[config.mk]
export PLATFORM = sky130hd
export DESIGN_NAME = writeback_stage
export DESIGN_NICKNAME = d
export VERILOG_FILES = /design/src/rtl/pipeline_pkg.sv /design/src/rtl/mux_2to1.sv /design/src/rtl/mux_64x2to1.sv /design/src/rtl/writeback_stage.sv
export SDC_FILE = /design/constraint.sdc
export NUM_CORES = 1
export LEC_CHECK = 0
export BUFFER_PORTS_ARGS = -buffer_cell sky130_fd_sc_hd__clkbuf_2
export CAP_MARGIN = 0
export CORE_MARGIN = 2
export CORE_UTILIZATION = 51
export DETAILED_ROUTE_END_ITERATION = 6
export HOLD_SLACK_MARGIN = 0.15
export PLACE_DENSITY = 0.8
export RECOVER_POWER = 100
export SYNTH_ARGS = -nofsm -noshare
export SYNTH_HDL_FRONTEND = slang
export SYNTH_SLANG_ARGS = --single-unit
export TNS_END_PERCENT = 50
[constraint.sdc]
create_clock -name clk -period 6.4 [get_ports clk]
set_input_delay 1.28 -clock clk [delete_from_list [all_inputs] [get_ports clk]]
set_output_delay 1.28 -clock clk [all_outputs]
set_load 0.05 [all_outputs]
[src/rtl/pipeline_pkg.sv]
// Shared pipeline definitions: architectural constants and the MEM/WB register layout,
// reused by the writeback stage and the hazard unit.
package pipeline_pkg;

  localparam logic [4:0] XZR       = 5'd31;
  localparam int         PIPE_DATA_W = 64;

  typedef struct packed {
    logic                   wb_valid;
    logic                   wb_RegWrite;
    logic                   wb_MemToReg;
    logic [4:0]             wb_Rd;
    logic [PIPE_DATA_W-1:0] wb_ALUResult;
    logic [PIPE_DATA_W-1:0] wb_ReadData;
  } memwb_t;

endpackage

[src/rtl/mux_2to1.sv]
// One-bit 2:1 multiplexer primitive: sel=1 picks b, sel=0 picks a.
module mux_2to1 (
  input  logic a,
  input  logic b,
  input  logic sel,
  output logic y
);

  assign y = sel ? b : a;

endmodule

[src/rtl/mux_64x2to1.sv]
// Word-wide 2:1 multiplexer built as a bank of 1-bit mux_2to1 primitives.
module mux_64x2to1 #(
  parameter int W = 64
) (
  input  logic [W-1:0] a,
  input  logic [W-1:0] b,
  input  logic         sel,
  output logic [W-1:0] y
);

  for (genvar i = 0; i < W; i++) begin : g_bit
    mux_2to1 u_mux (
      .a   (a[i]),
      .b   (b[i]),
      .sel (sel),
      .y   (y[i])
    );
  end

endmodule

[src/rtl/writeback_stage.sv]
// LEGv8 writeback stage: MEM/WB register, writeback select, register-file write port,
// decode bypass detection and retired-instruction counter.
module writeback_stage
  import pipeline_pkg::*;
#(
  parameter int DATA_W = 64,
  parameter int CNT_W  = 32
) (
  input  logic              clk,
  input  logic              reset,
  input  logic              MEM_valid,
  input  logic              MEM_RegWrite,
  input  logic              MEM_MemToReg,
  input  logic [4:0]        MEM_Rd,
  input  logic [DATA_W-1:0] MEM_ALUResult,
  input  logic [DATA_W-1:0] MEM_ReadData,
  input  logic              stall,
  input  logic              flush,
  input  logic [4:0]        ID_Rn,
  input  logic [4:0]        ID_Ab,
  output logic              RegWrite_toReg,
  output logic [4:0]        WriteReg,
  output logic [DATA_W-1:0] WriteData,
  output logic              bypassA,
  output logic              bypassB,
  output logic [CNT_W-1:0]  retired
);

  memwb_t           wb_r;
  memwb_t           wb_next_s;
  logic             wb_en_s;
  logic             reg_write_s;
  logic [CNT_W-1:0] retired_r;

  // Reset and flush override the stall enable so a bubble always gets in.
  assign wb_en_s = ~stall | flush | reset;

  // MEM/WB next-state: reset/flush gate the D input to a cleared bubble
  always_comb begin
    wb_next_s = '0;
    if (reset || flush) begin
      wb_next_s = '0;
    end else begin
      wb_next_s.wb_valid     = MEM_valid;
      wb_next_s.wb_RegWrite  = MEM_RegWrite;
      wb_next_s.wb_MemToReg  = MEM_MemToReg;
      wb_next_s.wb_Rd        = MEM_Rd;
      wb_next_s.wb_ALUResult = MEM_ALUResult;
      wb_next_s.wb_ReadData  = MEM_ReadData;
    end
  end

  // MEM/WB register: D flip-flop with enable
  always_ff @(posedge clk) begin
    if (wb_en_s) begin
      wb_r <= wb_next_s;
    end else begin
      wb_r <= wb_r;
    end
  end

  // Retire counter: an instruction leaves WB on any unstalled edge
  always_ff @(posedge clk) begin
    if (reset) begin
      retired_r <= '0;
    end else if (wb_r.wb_valid && !stall) begin
      retired_r <= retired_r + CNT_W'(1);
    end else begin
      retired_r <= retired_r;
    end
  end

  mux_64x2to1 #(.W(DATA_W)) u_wb_mux (
    .a   (wb_r.wb_ALUResult),
    .b   (wb_r.wb_ReadData),
    .sel (wb_r.wb_MemToReg),
    .y   (WriteData)
  );

  // XZR is hardwired to zero, so writes to it never reach the register file.
  assign reg_write_s    = wb_r.wb_valid & wb_r.wb_RegWrite & (wb_r.wb_Rd != XZR);
  assign RegWrite_toReg = reg_write_s;
  assign WriteReg       = wb_r.wb_Rd;
  assign bypassA        = reg_write_s & (wb_r.wb_Rd == ID_Rn);
  assign bypassB        = reg_write_s & (wb_r.wb_Rd == ID_Ab);
  assign retired        = retired_r;

endmodule

# Yosys cells after proc, flatten, opt, wreduce, memory -nomap -nowiden

Cells that the tools add are included.

Eq/ne operators: 3
Reductions and logical operators: 3
Bitwise logic cells: 7
Mux-type cells: 64
Add/sub/neg operators: 1

Operators by type and width:

| kind                                          | number |
|---|---|
| 2-to-1 mux 1 bit                              | 64 |
| adder 32 x 1 -> 32 bit, second input constant | 1 |
| equality test 5 bit                           | 2 |
| inequality test 5 bit, second input constant  | 1 |
| AND 1 bit                                     | 4 |
| bitwise OR 1 bit                              | 2 |
| logical AND 1 bit                             | 1 |
| zero test 1 bit                               | 1 |
| logical OR 1 bit                              | 1 |
| inverter 1 bit                                | 1 |

Register bits: 168
Word-level logic and storage cells: 85
Output and inout port bits: 104
Input bits: 150

# Logic depth before layout (Yosys ltp)

Depth in word-level cells: 3
Mapped depth: 7
Depth with buffers taken out: 5

# Modules after synthesis

From an unflattened synthesis, not the netlist that was laid out.

Cell total of the unflattened synthesis: 553
Area, all modules: 7651.1 µm²

By module, submodules not included:

| module          | sequential area each (µm²) | instances | area each (µm²) | cells each |
|---|---|---|---|---|
| writeback_stage | 4724.5                     | 1         | 6690.2          | 489 |
| mux_2to1        | 0.0                        | 64        | 15.0            | 1 |

# Least setup slack after synthesis

No wires, ideal clock.

Path kind: input -> register
From: in flush
To: reg wb_r, in the netlist WriteReg[0] (enable)
Arrival time: 4132 ps
Data required time: 5229 ps
Stages on the path: 4
Library setup time: 1171 ps
Buffers on the path: 2
Path slack: 1098 ps
Cells stage by stage: nor2_1 > clkbuf_1 > clkbuf_1 > nand2_1

Cells in the longest elaborated chain, start to end: 2

Ends and longest elaborated chain:

| item                           | line                  | text |
|---|---|---|
| start, declared                | writeback_stage.sv:18 | `input logic flush,` |
| bitwise OR 1 bit (2 in series) | writeback_stage.sv:36 | `assign wb_en_s = ~stall \| flush \| reset;` |
| net wb_en_s                    | writeback_stage.sv:31 | `logic wb_en_s;` |
| end signal, assigned           | writeback_stage.sv:56 | `wb_r <= wb_next_s;` |
| end signal, assigned           | writeback_stage.sv:58 | `wb_r <= wb_r;` |
| end, declared                  | writeback_stage.sv:29 | `memwb_t wb_r;` |

The timed path passes the listed nets, and every way through them passes these cells.
A chain may end at the register's enable or synchronous reset.

# Worst setup path in the final report

From: in reset
To: reg wb_r[17] (netlist bit) (enable)

Cells in the longest elaborated chain, start to end: 1

Ends and longest elaborated chain:

| item             | line                  | text |
|---|---|---|
| start, declared  | writeback_stage.sv:10 | `input logic reset,` |
| bitwise OR 1 bit | writeback_stage.sv:36 |  |
| net wb_en_s      | writeback_stage.sv:31 |  |

The timed path passes the listed nets, and every way through them passes these cells.

==> metrics.txt <==
status=finished with violations; violated checks=max-capacitance violations, max-slew violations; CP Max Fanout=137; min-delay worst type=flip-flop to flip-flop; # setup viols final=0; crit end category=flip-flop; slowest library cell on the worst path=clkbuf_2; routed via count=just over 5000; Initial Utilization=roughly 52%; core area=between 15000 and 20000 um^2; Worst R2R Start=retired[0]; TritonCTS clock tree=built; unrepaired setup endpoints after global routing=false; Tightest Pin Transition=2160 ps; share of layout cells above drive strength 1=31.41%; Post-synth EDFFs=between 100 and 150; Buffers on Ports=approximately 250; vias in the first global route=around 4800; crit-path max cell delay=roughly 1300 ps; Iter 0 DRT Violations=~250; Skew-Pair Late Insertion Delay=420 ps; Chip Width=between 100 and 150 um; Main synth FF type=edfxtp_1; VDD IR max=roughly 0.21 mV; # resized after CTS=0; register area share after synthesis=59.09%; Max clock buf depth=2; CTS H-tree lvls=4; first-pass GRT wire length=about 24000 um; share of the synthesized area in the top cell type=between 50% and 60%; Pins Over Slew Limit=roughly 180; GRT overflow=0; worst hold path startpoint=retired[22]; Site Rows=45; R2R cell count=5; max cap viols=5; First-pass DRT Iterations=6; cell area after synthesis=7995 um^2; average wire per standard cell=roughly 15 um; Synth area leaders=edfxtp_1 51%, and2_1 11%, mux2_2 9.9%, dfxtp_1 8.0%, buf_4 6.5%; # Post-CTS Setup Buffers=0; P&R area growth vs syn=16.20%; CP Launch Type=input port; Final Net Count=around 950; WP data arrival=between 4000 and 5000 ps; DP HPWL=10920 um; Post-Syn Area per Cell=between 10 and 15 um^2; Final Hold Viols=0; CTS root buffer=clkbuf_16; Worst-path clk slew=70 ps; CP Cell Sequence=clkbuf_1 -> nor2_4 -> buf_4 -> nand2_1 -> clkbuf_2; # IOs=about 250; number of synthesized register bits=~170; Final period util=a little under three quarters; total wire length=15670 um; count leader, synth=and2_1; Pleak=about 3.8 nW; largest net degree at the start of global routing=around 140; initial antenna violation count=0; Sink Count=168; Synth area leader=edfxtp_1; Hold Path Depth=2; Clock Skew=~13 ps; Design Power=2.563 mW; Synth Warn #=0; crit path kind=input port to flip-flop; vias per cell=around 4.9; count of different cell masters after synthesis=34; Syn Inst Count=approximately 630; syn_nets=777; power per cell area=275.9 nW/um^2; setup TNS=0 ps; Detail Route Antenna Nets=0; Slew HR=-44.03%; WP data required=~6400 ps; Num CTS Buffers=17; Max Freq=0.2184 GHz; DR DRC count=0; CTS Hold Buffers Added=0; asr flop ratio synth=0%; crit path time final=~4600 ps; DIE AREA=16690 um^2; Die H=around 130 um; Total GRT Usage=around a fifth; antenna fix cells=0; GP Congestion=~0.83; top cells by instance count after synthesis=139 x and2_1, 136 x edfxtp_1, 70 x mux2_2; critical path launch point=reset
## metal layers
| layer | wire length (um) | GRT usage (%) | part of all wire, % | vias up |
|---|---|---|---|---|
| met5 | 0 | 0 | 0 | - |
| met4 | 163 | 5.051 | 1.0 | 0 |
| met3 | 1271 | 6.771 | 8.1 | 8 |
| met2 | 7806 | 30.93 | 50 | 197 |
| met1 | 6433 | 23.19 | 41 | 2376 |
| li1 | - | - | - | 2481 |
## layout make-up
class / count / area [um^2]
multi-input combinational: 353 / 2577
fill: 1283 / 5968
inverter: 4 / 15.01
tap: 211 / 264.0
clock inverter: 15 / 117.6
timing repair buffer: 258 / 1166
clock buffer: 17 / 425.4
sequential: 168 / 4725
## stage by stage
stage	hold WS, ps	setup WS, ps	instances	cell area, um^2	util, %
finish	490.6	1820	1026	9290	60.89
global route	512.4	1450	1026	9290	60.89
CTS	494.8	2959	1026	9450	61.94
detailed placement	485.9	2624	994	8907	58.38
global placement	475.9	2690	994	8907	58.38
floorplan	711.6	1098	626	7995	-
## sequential cells by signal (all words and copies together), names as in the netlist
signal	cells
WriteReg	5
wb_r	131
retired	32
## layout by cell type (no fill, tap or decap), types with 2 or more instances in the layout
master and n:
nor2b_1 7, nor2_1 20, and3_1 2, or4_1 10, clkbuf_2 155, dfxtp_1 32, nand2_1 15, mux2_2 66
xnor2_1 7, o31ai_1 10, nand3_1 11, xor2_1 16, and2_1 78, clkinv_1 2, clkinv_4 2, inv_8 3
and4_1 4, inv_1 4, a21oi_1 12, clkinvlp_4 3, edfxtp_1 136, nor4_1 7, clkinv_2 2, clkbuf_1 102
clkbuf_16 17, inv_6 3, mux2_1 4, and2_0 61, o21ai_0 2, nand4_1 8, and4b_1 2, or3_1 2
## logic make-up (layout without fill, tap and decap cells)
kind of cell             count (synthesis)  count (layout)  share of synthesized area, %
AND/OR/NAND/NOR                        233             233                         17.76
flip-flops                             168             168                         59.09
buffers and inverters                  105             294                         8.576
multiplexers                            71              71                         9.984
AO/OA/AOI/OAI                           25              25                         1.909
XOR/XNOR                                23              23                         2.520
adder cells (fa/ha/maj)                  1               1                        0.1565
## critical path, delay by kind of cell
kind	cells	cell delay (ps)
simple gates	2	300
buf+inv	3	2910
## where the power goes
group | switching [mW] | leakage, nW | internal [mW]
clock | 0.435 | 0.261 | 0.504
combinational | 0.248 | 1.70 | 0.108
sequential | 0.0196 | 1.80 | 1.25
## worst paths after layout
path                      end  slack (ps)
setup reg to reg  retired[28]        4190
hold / removal    retired[22]         490
hold reg to reg   retired[22]         490
setup / recovery     wb_r[17]        1820
Power figures use the tool's default switching activity.
